**config.mk**
```make
export PLATFORM = sky130hd
export DESIGN_NAME = neokeon_host_seq
export DESIGN_NICKNAME = d
export VERILOG_FILES = /design/src/rtl/neokeon_host_seq.sv
export SDC_FILE = /design/constraint.sdc
export NUM_CORES = 1
export LEC_CHECK = 0
export ABC_AREA = 1
export CAP_MARGIN = 25
export CELL_PAD_IN_SITES_DETAIL_PLACEMENT = 2
export CELL_PAD_IN_SITES_GLOBAL_PLACEMENT = 2
export CORE_MARGIN = 5
export CORE_UTILIZATION = 30
export DETAILED_ROUTE_END_ITERATION = 8
export GPL_TIMING_DRIVEN = 1
export PLACE_DENSITY = 0.83
export REMOVE_ABC_BUFFERS = 1
export SLEW_MARGIN = 40
export SYNTH_ARGS = -nofsm -noshare
export SYNTH_HDL_FRONTEND = slang
export SYNTH_SLANG_ARGS = --single-unit
```
**constraint.sdc**
```tcl
create_clock -name inClk -period 34.3 [get_ports inClk]
set_input_delay 10.29 -clock inClk [delete_from_list [all_inputs] [get_ports inClk]]
set_output_delay 10.29 -clock inClk [all_outputs]
set_load 0.1 [all_outputs]
```
**src/rtl/neokeon_host_seq.sv**
```systemverilog
// Host-side sequencer for the Neokeon coprocessor write interface.
// Optional watchdog in WAIT: define NEOKEON_HOST_TIMEOUT_EN.
module neokeon_host_seq #(
    parameter int KEY_REQUIRED   = 1,
    parameter int TIMEOUT_CYCLES = 32
) (
    input  logic         inClk,
    input  logic         inRst,
    input  logic [31:0]  inWord,
    input  logic         inWordIsKey,
    input  logic         inWordValid,
    output logic         outWordReady,
    output logic [31:0]  outResWord,
    output logic         outResValid,
    input  logic         inResReady,
    output logic         outErr,
    output logic [127:0] outExtKey,
    output logic         outExtKeyWr,
    output logic [127:0] outExtData,
    output logic         outExtDataWr,
    input  logic         inCoreBusy,
    input  logic [127:0] inCoreDataOut
);

`ifdef NEOKEON_HOST_TIMEOUT_EN
    localparam bit TIMEOUT_EN = 1'b1;
`else
    localparam bit TIMEOUT_EN = 1'b0;
`endif

    localparam int CNT_W = $clog2(TIMEOUT_CYCLES + 1);
    localparam logic [CNT_W-1:0] WAIT_LIMIT = CNT_W'(TIMEOUT_CYCLES - 1);

    typedef enum logic [2:0] {
        ST_COLLECT,
        ST_KEY_WR,
        ST_DATA_WR,
        ST_WAIT,
        ST_OUT
    } state_t;

    state_t state;
    state_t nextState;

    logic [127:0]     blockReg;
    logic [127:0]     resReg;
    logic [1:0]       wordCnt;
    logic [1:0]       resIdx;
    logic             isKeyReg;
    logic             keyLoaded;
    logic [CNT_W-1:0] waitCnt;

    logic         wordAccept;
    logic         lastWord;
    logic         dropBlock;
    logic         resAccept;
    logic         timeoutHit;
    logic [127:0] fullBlock;

    assign wordAccept = inWordValid & outWordReady;
    assign lastWord   = wordAccept & (wordCnt == 2'd3);
    assign fullBlock  = {blockReg[95:0], inWord};
    assign resAccept  = outResValid & inResReady;

    // A data block with no key loaded since reset is dropped when keys are mandatory
    assign dropBlock = lastWord & ~isKeyReg & ~keyLoaded
                     & (KEY_REQUIRED != 0);

    // Watchdog fires when the core is still busy on the last allowed WAIT cycle
    assign timeoutHit = TIMEOUT_EN & (state == ST_WAIT) & inCoreBusy
                      & (waitCnt == WAIT_LIMIT);

    // Result word selection, most significant word first
    always_comb begin
        outResWord = resReg[{~resIdx, 5'b0} +: 32];
    end

    // State register
    always_ff @(posedge inClk or posedge inRst) begin
        if (inRst) begin
            state <= ST_COLLECT;
        end else begin
            state <= nextState;
        end
    end

    // Next-state logic and state-decoded handshakes/strobes
    always_comb begin
        nextState    = state;
        outWordReady = 1'b0;
        outResValid  = 1'b0;
        outExtKeyWr  = 1'b0;
        outExtDataWr = 1'b0;
        unique case (state)
            ST_COLLECT: begin
                outWordReady = ~inCoreBusy & ~inRst;
                if (lastWord && !dropBlock) begin
                    nextState = isKeyReg ? ST_KEY_WR : ST_DATA_WR;
                end
            end
            ST_KEY_WR: begin
                outExtKeyWr = 1'b1;
                nextState   = ST_COLLECT;
            end
            ST_DATA_WR: begin
                outExtDataWr = 1'b1;
                nextState    = ST_WAIT;
            end
            ST_WAIT: begin
                if (!inCoreBusy) begin
                    nextState = ST_OUT;
                end else if (timeoutHit) begin
                    nextState = ST_COLLECT;
                end
            end
            ST_OUT: begin
                outResValid = 1'b1;
                if (resAccept && resIdx == 2'd3) begin
                    nextState = ST_COLLECT;
                end
            end
            default: nextState = ST_COLLECT;
        endcase
    end

    // Block assembly, core buses, result capture, error pulse and watchdog
    always_ff @(posedge inClk or posedge inRst) begin
        if (inRst) begin
            blockReg   <= '0;
            resReg     <= '0;
            wordCnt    <= '0;
            resIdx     <= '0;
            isKeyReg   <= 1'b0;
            keyLoaded  <= 1'b0;
            waitCnt    <= '0;
            outErr     <= 1'b0;
            outExtKey  <= '0;
            outExtData <= '0;
        end else begin
            outErr <= dropBlock | timeoutHit;
            if (wordAccept) begin
                blockReg <= fullBlock;
                wordCnt  <= wordCnt + 2'd1;
                if (wordCnt == 2'd0) begin
                    isKeyReg <= inWordIsKey;
                end
            end
            if (lastWord && !dropBlock) begin
                if (isKeyReg) begin
                    outExtKey <= fullBlock;
                end else begin
                    outExtData <= fullBlock;
                end
            end
            if (state == ST_KEY_WR) begin
                keyLoaded <= 1'b1;
            end
            if (state == ST_WAIT && !inCoreBusy) begin
                resReg <= inCoreDataOut;
                resIdx <= 2'd0;
            end else if (resAccept) begin
                resIdx <= resIdx + 2'd1;
            end
            if (state == ST_WAIT) begin
                waitCnt <= waitCnt + CNT_W'(1);
            end else begin
                waitCnt <= '0;
            end
        end
    end

endmodule
```
# Word level (Yosys, flattened, before mapping)
# Index checks and enable logic that the tools add are counted.
# totals
ff_bits	490
word_cells	56
# classes
addsub	2
n_eq_ne	9
shifts	1
n_mux	11
bitwise	11
reduce_logical	12
# ops
cell	count
variable part select 128 x 8 -> 32 bit	1
one-hot mux 3 bit (4 select lines)	1
2-to-1 mux 3 bit	3
bitwise AND 1 bit	6
== test 3 x 2 -> 1 bit (second input constant)	2
2-to-1 mux 2 bit	3
inequality test 2 bit (second input constant)	3
AND reduction 2 bit	3
adder 2 x 1 -> 2 bit (second input constant)	2
== test 2 bit (second input constant)	2
2-to-1 mux 1 bit	4
NOT 1 bit	4
== test 3 x 1 -> 1 bit (second input constant)	1
== test 3 bit (second input constant)	1
logical AND 1 bit	3
logical NOT 3 bit	1
AND reduction 3 bit	1
logical NOT 1 bit	2
logical NOT 2 bit	1
NOT 2 bit	1
nonzero test 2 bit	1

# Longest topological paths before layout
# Gate-level depths: netlist of run 1.
# logic_depth
ltp_word	11
depth_mapped	10

# Least setup slack after synthesis of run 1
# OpenSTA, ideal clock, no wires.
# synth_timing
kind	input -> output
startpoint	in inRst
endpoint	out outWordReady
arrival_ns	22.470
required_time_ns	24.010
setup_slack_ns	1.540
cell_stages	3
n_path_buf	0
path_cell_list	inv_1 nand2_1 nor2_4
# synth_via
elab_chain_cells	3
# synth_lines
element	line_no	source
from (decl)	8	input logic inRst,
NOT 1 bit	96	outWordReady = ~inCoreBusy & ~inRst;
bitwise AND 1 bit	96	
2-to-1 mux 1 bit	94	unique case (state)
to (decl)	12	output logic outWordReady,
# No other way between the ends.

# Worst setup path in the final report of run 1
# Same ends and word-level chain as after synthesis.

==> results.cfg, run 1 <==
[cts]
cts_resized = 0
clk_latency_ps = 610
htreeDepth = 2
cts_tree = built
cts_sinks = 490
clk_pin_slew_ps = 60
clock_path_buffers = 3
cts_setup_buffers = 0
ctsHoldBuffers = 0
cts-root-buf = clkbuf_16
cts_buffers = 54

[logic_synthesis]
synth_flop_cell = dfrtp_1
synth-seq-area-share = 0.6246
synth_async_sr_flop_share = 1.000
synth_compound_area_frac = 0.07737
ys_types = 23
ys_warn_count = 0
synthAdderAreaFrac = 0.001912
synth-xor-area-share = 0.0004461
synthMuxAreaShare = 0
synth_area_leader_cell = dfrtp_1
synth.area.top_cells = dfrtp_1, nand2_1, o21ai_0
synth-simple-area-share = 0.2414
synth_cells = 2208
synth-edff-count = 0
yosysTopAreaCellShare = 0.6246
synth_area_per_cell_um2 = 8.891
synth_top_family_by_area = simple AND/OR/NAND/NOR gates
ys_seq_elements = 490
synth_area_mm2 = 0.01963

[sta]
slew_headroom = 0.4160
rsz0062_at_grt = false
fin_worst_skew_ps = 19.94
setup_tns_ps = 0
slew_viol_final = 0
finalSetupViolCount = 0
period_minus_slack_ps = 22420
fin_crit_sh = 0.6538
final-hold-violation-count = 0
worst-slew-pin-transition_ps = 876.0
fmax_mhz = 44.59

[grt]
antenna_found_initial = 10
grt_pass1_wl_um = 118300
grt_max_degree = 105
grt_pass1_vias = 19840
grtUsageTotal = 0.2099
grt-ovfl-total = 0

[drt]
drt_iter0_drc = 878
viasPerCell = 4.974
antenna_left = 0
drc = 0
vias = 17410
dr.pass1.iters = 5
drt-total-wl_um = 76790
wl_per_cell_um = 21.95

[die]
coreArea_mm2 = 0.06458
die_area_mm2 = 0.07066
start_util = 0.3040
num_rows = 93
die_h_um = 265.8
die_w_um = 265.8
pin_count = 459

[setup_path]
r2r_slack_ps = 29860
cp-start-kind = primary input
arrival_ps = 12130
worstSetupPathType = primary input to output pin
end_kind = output pin
worstPathRequired_ps = 24010
crit_fanout = 104

[cells_and_area]
drive_gt1_frac = 0.1599
final_nets = 2757
area_growth_pct = 29.29
final_cell_mix = nand2_1, dfrtp_1, buf_2, o21ai_0, clkdlybuf4s50_1
final_common_cell = nand2_1

[placed_design]
hpwl_um = 50260
gp_congestion = 0.7777
io_buffer_count = 458

[job]
maxCapViolations = 0

[run_status]
status = complete, no violations

[min_path]
worstHoldPathType = flip-flop to flip-flop
==> final timing paths <==
| check | cells past startpoint | start | to |
|---|---|---|---|
| worst max-delay path | 5 | inRst | outWordReady |
| worst min-delay path | 2 | outExtData[85] | outExtData[85] |
| worst max register to register | 11 | state[2] | outExtKey[70] |
| worst min register to register | 2 | outExtData[85] | outExtData[85] |
| max in group asynchronous | 4 | inRst | keyLoaded |
| min in group asynchronous | 2 | inRst | outExtData[97] |
==> critical path, stage by stage <==
cell	delay (ps)
clkdlybuf4s50_1	500
clkinv_8	420
nand2_1	200
nor2_4	230
buf_2	460
==> logic make-up (layout without fill, tap and decap cells) <==
family | count (synthesis) | after routing
AOI/OAI and AO/OA | 295 | 295
xor gates and xnor gates | 1 | 1
adders and majority gates | 3 | 3
buffers and inverters | 266 | 691
DFF | 490 | 490
other | 0 | 11
and+or+nand+nor | 1153 | 1153
==> flip-flops by register name, indices dropped and copies added, names as in the netlist, 2 cells and up <==
register and flops:
blockReg 96, outExtData 128, outExtKey 128, resIdx 2, resReg 128, state 3
wordCnt 2
==> synth_stat cells (2+ instances only) <==
library cell,number
o21ai_0,167
nand4_1,129
nand2_1,909
clkbuf_1,99
buf_1,3
nor2_1,70
o21ai_1,90
a21oi_1,5
o22ai_1,32
nor3_1,3
ha_1,3
buf_2,54
or2_2,2
dfrtp_1,490
nand3_1,36
inv_1,109
==> stage by stage <==
| step | setup WS, ps | hold slack [ps] | utilization | cells | instance area [um2] |
|---|---|---|---|---|---|
| floorplan | 1540 | 443.6 | - | 2052 | 18980 |
| global placement | 10950 | 453.6 | 0.3848 | 3386 | 24850 |
| detailed placement | 11640 | 453.0 | 0.3631 | 3387 | 23450 |
| CTS | 11630 | 468.6 | 0.3922 | 3488 | 25330 |
| global route | 11700 | 485.2 | 0.3930 | 3499 | 25380 |
| finish | 11880 | 464.3 | 0.3930 | 3499 | 25380 |
==> layout make-up <==
| cell class | count | area [um2] |
|---|---|---|
| clock buffer | 79 | 1595 |
| inverter | 110 | 429.2 |
| clock inverter | 22 | 287.8 |
| sequential | 490 | 12270 |
| timing repair buffer | 480 | 3358 |
| tap | 855 | 1070 |
| multi-input combinational | 1452 | 6346 |
| antenna | 11 | 27.53 |
| fill | 7138 | 39200 |
==> metal layers <==
layer | vias to the layer above | wire [um] | GRT usage
li1 | 7879 | - | -
met1 | 9076 | 30200 | 0.2461
met2 | 329 | 39940 | 0.3776
met3 | 121 | 3654 | 0.04405
met4 | 0 | 2994 | 0.08042
met5 | - | 0 | 0
Power of run 1 is left out: the tool's default activity adds up to more than one toggle a clock period on the data nets, which glitch-free logic cannot reach.
==> run 2: changes to the inputs <==
==> constraint.sdc (replaced) <==
create_clock -name inClk -period 21.2 [get_ports inClk]
set_input_delay 6.36 -clock inClk [delete_from_list [all_inputs] [get_ports inClk]]
set_output_delay 6.36 -clock inClk [all_outputs]
set_load 0.1 [all_outputs]
==> results.cfg, run 2 (synthesis gave the netlist of run 1 again) <==
[min_path]
hold_start = outExtData[88]
worstHoldPathType = flip-flop to flip-flop

[sta]
slew_viol_final = 0
rsz0062_at_grt = false
finalSetupViolCount = 0
fin_worst_skew_ps = 12.02
fmax_mhz = 68.16
final-hold-violation-count = 0
period_minus_slack_ps = 14670
fin_crit_sh = 0.6921
holdWs_ps = 469.7
worst-slew-pin-transition_ps = 858.1
slew_headroom = 0.4279

[placed_design]
gp_congestion = 0.7792
io_buffer_count = 458
hpwl_um = 50480

[setup_path]
worstPathRequired_ps = 14840
worstSetupPathType = primary input to output pin
path_cells = clkdlybuf4s50_1 > inv_8 > nand2_1 > nor2_4 > buf_2
r2r_slack_ps = 17170
crit_fanout = 90
crit_path_start = inRst
arrival_ps = 8310
cp-start-kind = primary input
rr_startpoint = state[2]
critical_path.max_stage_delay_ps = 490
end_kind = output pin
crit_slowest_cell = clkdlybuf4s50_1

[cells_and_area]
final_nets = 2762
drive_gt1_frac = 0.1592
final_common_cell = nand2_1
multi_input_area_mm2 = 0.006346
seqCellArea_mm2 = 0.01227
final_cell_mix = nand2_1, dfrtp_1, buf_2, o21ai_0, clkdlybuf4s50_1
fill_cells = 7159
area_growth_pct = 29.46
largestRegisters = outExtData: 128 flops, outExtKey: 128 flops, resReg: 128 flops

[die]
die_h_um = 265.8
coreArea_mm2 = 0.06458
die_area_mm2 = 0.07066
start_util = 0.3040
die_w_um = 265.8
num_rows = 93
pin_count = 459

[drt]
antenna_left = 0
drt_iter0_drc = 825
drc = 0
wl_per_cell_um = 21.95
vias = 17370
viasPerCell = 4.970
drt-total-wl_um = 76730
dr.pass1.iters = 4

[cts]
clk_pin_slew_ps = 60
clk_latency_ps = 600
cts_buffers = 55
cts_setup_buffers = 0
clock_path_buffers = 3
ctsHoldBuffers = 0
cts-root-buf = clkbuf_16
cts_sinks = 490
cts_tree = built
htreeDepth = 2
cts_resized = 0

[grt]
grt-ovfl-total = 0
antenna_found_initial = 1
grt_pass1_vias = 19810
grt_max_degree = 144
grt_pass1_wl_um = 119200
grtUsageTotal = 0.2109

[run_status]
status = complete, no violations

[job]
maxCapViolations = 0
-- run 2: path summary, 6_finish.rpt --
kind | endpoint | cells past startpoint
worst max-delay path | outWordReady | 5
worst min-delay path | outExtData[88] | 2
worst max register to register | outExtKey[35] | 12
worst min register to register | outExtData[88] | 2
max in group asynchronous | outExtKey[3] | 5
min in group asynchronous | outExtKey[83] | 2
-- run 2: final cells by class --
class	count	share of cell area
Clock buffer	91	0.06784
Tap cell	855	0.04209
Timing Repair Buffer	484	0.1360
Antenna cell	1	0.00009846
Multi-Input combinational cell	1452	0.2497
Clock inverter	12	0.004923
Sequential cell	490	0.4827
Inverter	110	0.01669
-- run 2: layer usage --
layer	GRT usage	wire [um]	vias up	part of all wire
met5	0	0	-	0
li1	-	-	7872	-
met1	0.2495	30560	9082	0.40
met4	0.07333	2900	0	0.038
met3	0.04109	3513	117	0.046
met2	0.3829	39750	299	0.52
-- run 2: metrics by stage --
| step | utilization | cell area [um2] | cells | worst slack (ps) | setup TNS (ps) |
|---|---|---|---|---|---|
| final | 0.3935 | 25420 | 3495 | 6528 | 0 |
| after global routing | 0.3935 | 25420 | 3495 | 6342 | 0 |
| after global placement | 0.3848 | 24850 | 3385 | 5785 | 0 |
| after CTS | 0.3924 | 25340 | 3491 | 6461 | 0 |
| after detailed placement | 0.3638 | 23490 | 3388 | 6489 | 0 |
| after floorplan | - | 18980 | 2052 | -3700 | -615950 |
-- run 2: critical path, delay by kind of cell --
family / cells / cell delay, ps
AND/OR/NAND/NOR: 2 / 460
buffers and inverters: 3 / 1450
Power of run 2 is left out for the same reason.
==> run 3: changes to the inputs <==
--- a/config.mk
+++ b/config.mk
@@ -10,10 +10,10 @@
 export CELL_PAD_IN_SITES_DETAIL_PLACEMENT = 2
 export CELL_PAD_IN_SITES_GLOBAL_PLACEMENT = 2
 export CORE_MARGIN = 5
-export CORE_UTILIZATION = 30
+export CORE_UTILIZATION = 27
 export DETAILED_ROUTE_END_ITERATION = 8
 export GPL_TIMING_DRIVEN = 1
-export PLACE_DENSITY = 0.83
+export PLACE_DENSITY = 0.79
 export REMOVE_ABC_BUFFERS = 1
 export SLEW_MARGIN = 40
 export SYNTH_ARGS = -nofsm -noshare
==> constraint.sdc (replaced) <==
create_clock -name inClk -period 12.8 [get_ports inClk]
set_input_delay 3.84 -clock inClk [delete_from_list [all_inputs] [get_ports inClk]]
set_output_delay 3.84 -clock inClk [all_outputs]
set_load 0.1 [all_outputs]
==> results.cfg, run 3 (synthesis gave the netlist of run 1 again) <==
[cells_and_area]
final_cell_mix = nand2_1, dfrtp_1, buf_2, o21ai_0, clkdlybuf4s50_1
drive_gt1_frac = 0.1635
seqCellArea_mm2 = 0.01227
final_nets = 2762
fill_cells = 8063
layoutNonFillerInstCount = 3604
largestRegisters = outExtData: 128 flops, outExtKey: 128 flops, resReg: 128 flops
postLayoutCellArea_mm2 = 0.02563
multi_input_area_mm2 = 0.006346
final_common_cell = nand2_1
area_growth_pct = 30.58

[cts]
htreeDepth = 2
cts_setup_buffers = 0
cts_resized = 0
cts_tree = built
cts_buffers = 57
clk_pin_slew_ps = 60
ctsHoldBuffers = 0
clock_path_buffers = 3
cts_sinks = 490
cts-root-buf = clkbuf_16
clk_latency_ps = 630

[setup_path]
end_kind = output pin
r2r_slack_ps = 9460
worstPathRequired_ps = 8960
crit_fanout = 92
worstSetupPathType = primary input to output pin
cp-start-kind = primary input
crit_path_start = inRst
arrival_ps = 5800
rr_startpoint = state[2]

[min_path]
worstHoldPathType = flip-flop to flip-flop
hold_start = outExtData[116]

[die]
die_w_um = 279.6
die_area_mm2 = 0.07820
pin_count = 459
start_util = 0.2732
die_h_um = 279.6
num_rows = 98
coreArea_mm2 = 0.07185

[sta]
slew_headroom = 0.4436
rsz0062_at_grt = false
fin_worst_skew_ps = 31.63
fmax_mhz = 103.7
worst_slack_ps = 3158
finalSetupViolCount = 0
fin_crit_sh = 0.7533
period_minus_slack_ps = 9642
final-hold-violation-count = 0
slew_viol_final = 0
worst-slew-pin-transition_ps = 834.7

[drt]
vias = 17310
drc = 0
wl_per_cell_um = 21.35
drt-total-wl_um = 76930
dr.pass1.iters = 4
antenna_left = 0
drt_iter0_drc = 659
viasPerCell = 4.804

[job]
maxCapViolations = 0

[grt]
antenna_found_initial = 11
grt.busiest_layer = met2
grt-ovfl-total = 0
use_met2 = 0.3341
gr-usage-met1 = 0.2291
met3_usage = 0.03809
grt_pass1_wl_um = 119500
grtUsageTotal = 0.1918
grt_max_degree = 130
grt_pass1_vias = 19700

[placed_design]
io_buffer_count = 458
dpl.cell_count = 3482
gp_congestion = 0.7902
post-place-ws_ps = 3085
dpl-instance-area_mm2 = 0.02359
hpwl_um = 50830

[run_status]
status = complete, no violations
run 3: area by class of cell:
class | count | share of cell area
Antenna cell | 12 | 0.001171
Clock inverter | 27 | 0.01162
Multi-Input combinational cell | 1452 | 0.2476
Tap cell | 950 | 0.04637
Sequential cell | 490 | 0.4786
Inverter | 110 | 0.01655
Clock buffer | 81 | 0.06501
Timing Repair Buffer | 482 | 0.1332
run 3: worst paths after layout:
kind | endpoint | cells after the start
max | outWordReady | 5
min | outExtData[116] | 2
max reg2reg | outExtData[41] | 9
min reg2reg | outExtData[116] | 2
max in group asynchronous | blockReg[41] | 5
min in group asynchronous | resReg[120] | 2
run 3: per-stage QoR:
stage                 util  setup TNS [ps]  hold WS, ps
floorplan                -        -4908440        443.6
global placement    0.3476               0        455.1
detailed placement  0.3282               0        456.4
CTS                 0.3556               0        471.8
global route        0.3568               0        489.2
finish              0.3568               0        469.9
run 3: metal layers:
| layer | routed length [um] | share of wire |
|---|---|---|
| met5 | 0 | 0 |
| met4 | 3778 | 0.049 |
| met3 | 3529 | 0.046 |
| met2 | 38490 | 0.50 |
| met1 | 31130 | 0.40 |
run 3: critical path: stages:
cell,delay [ps]
clkdlybuf4s50_1,520
inv_8,480
nand2_1,210
nor2_4,240
buf_2,470
Power of run 3 is left out for the same reason.
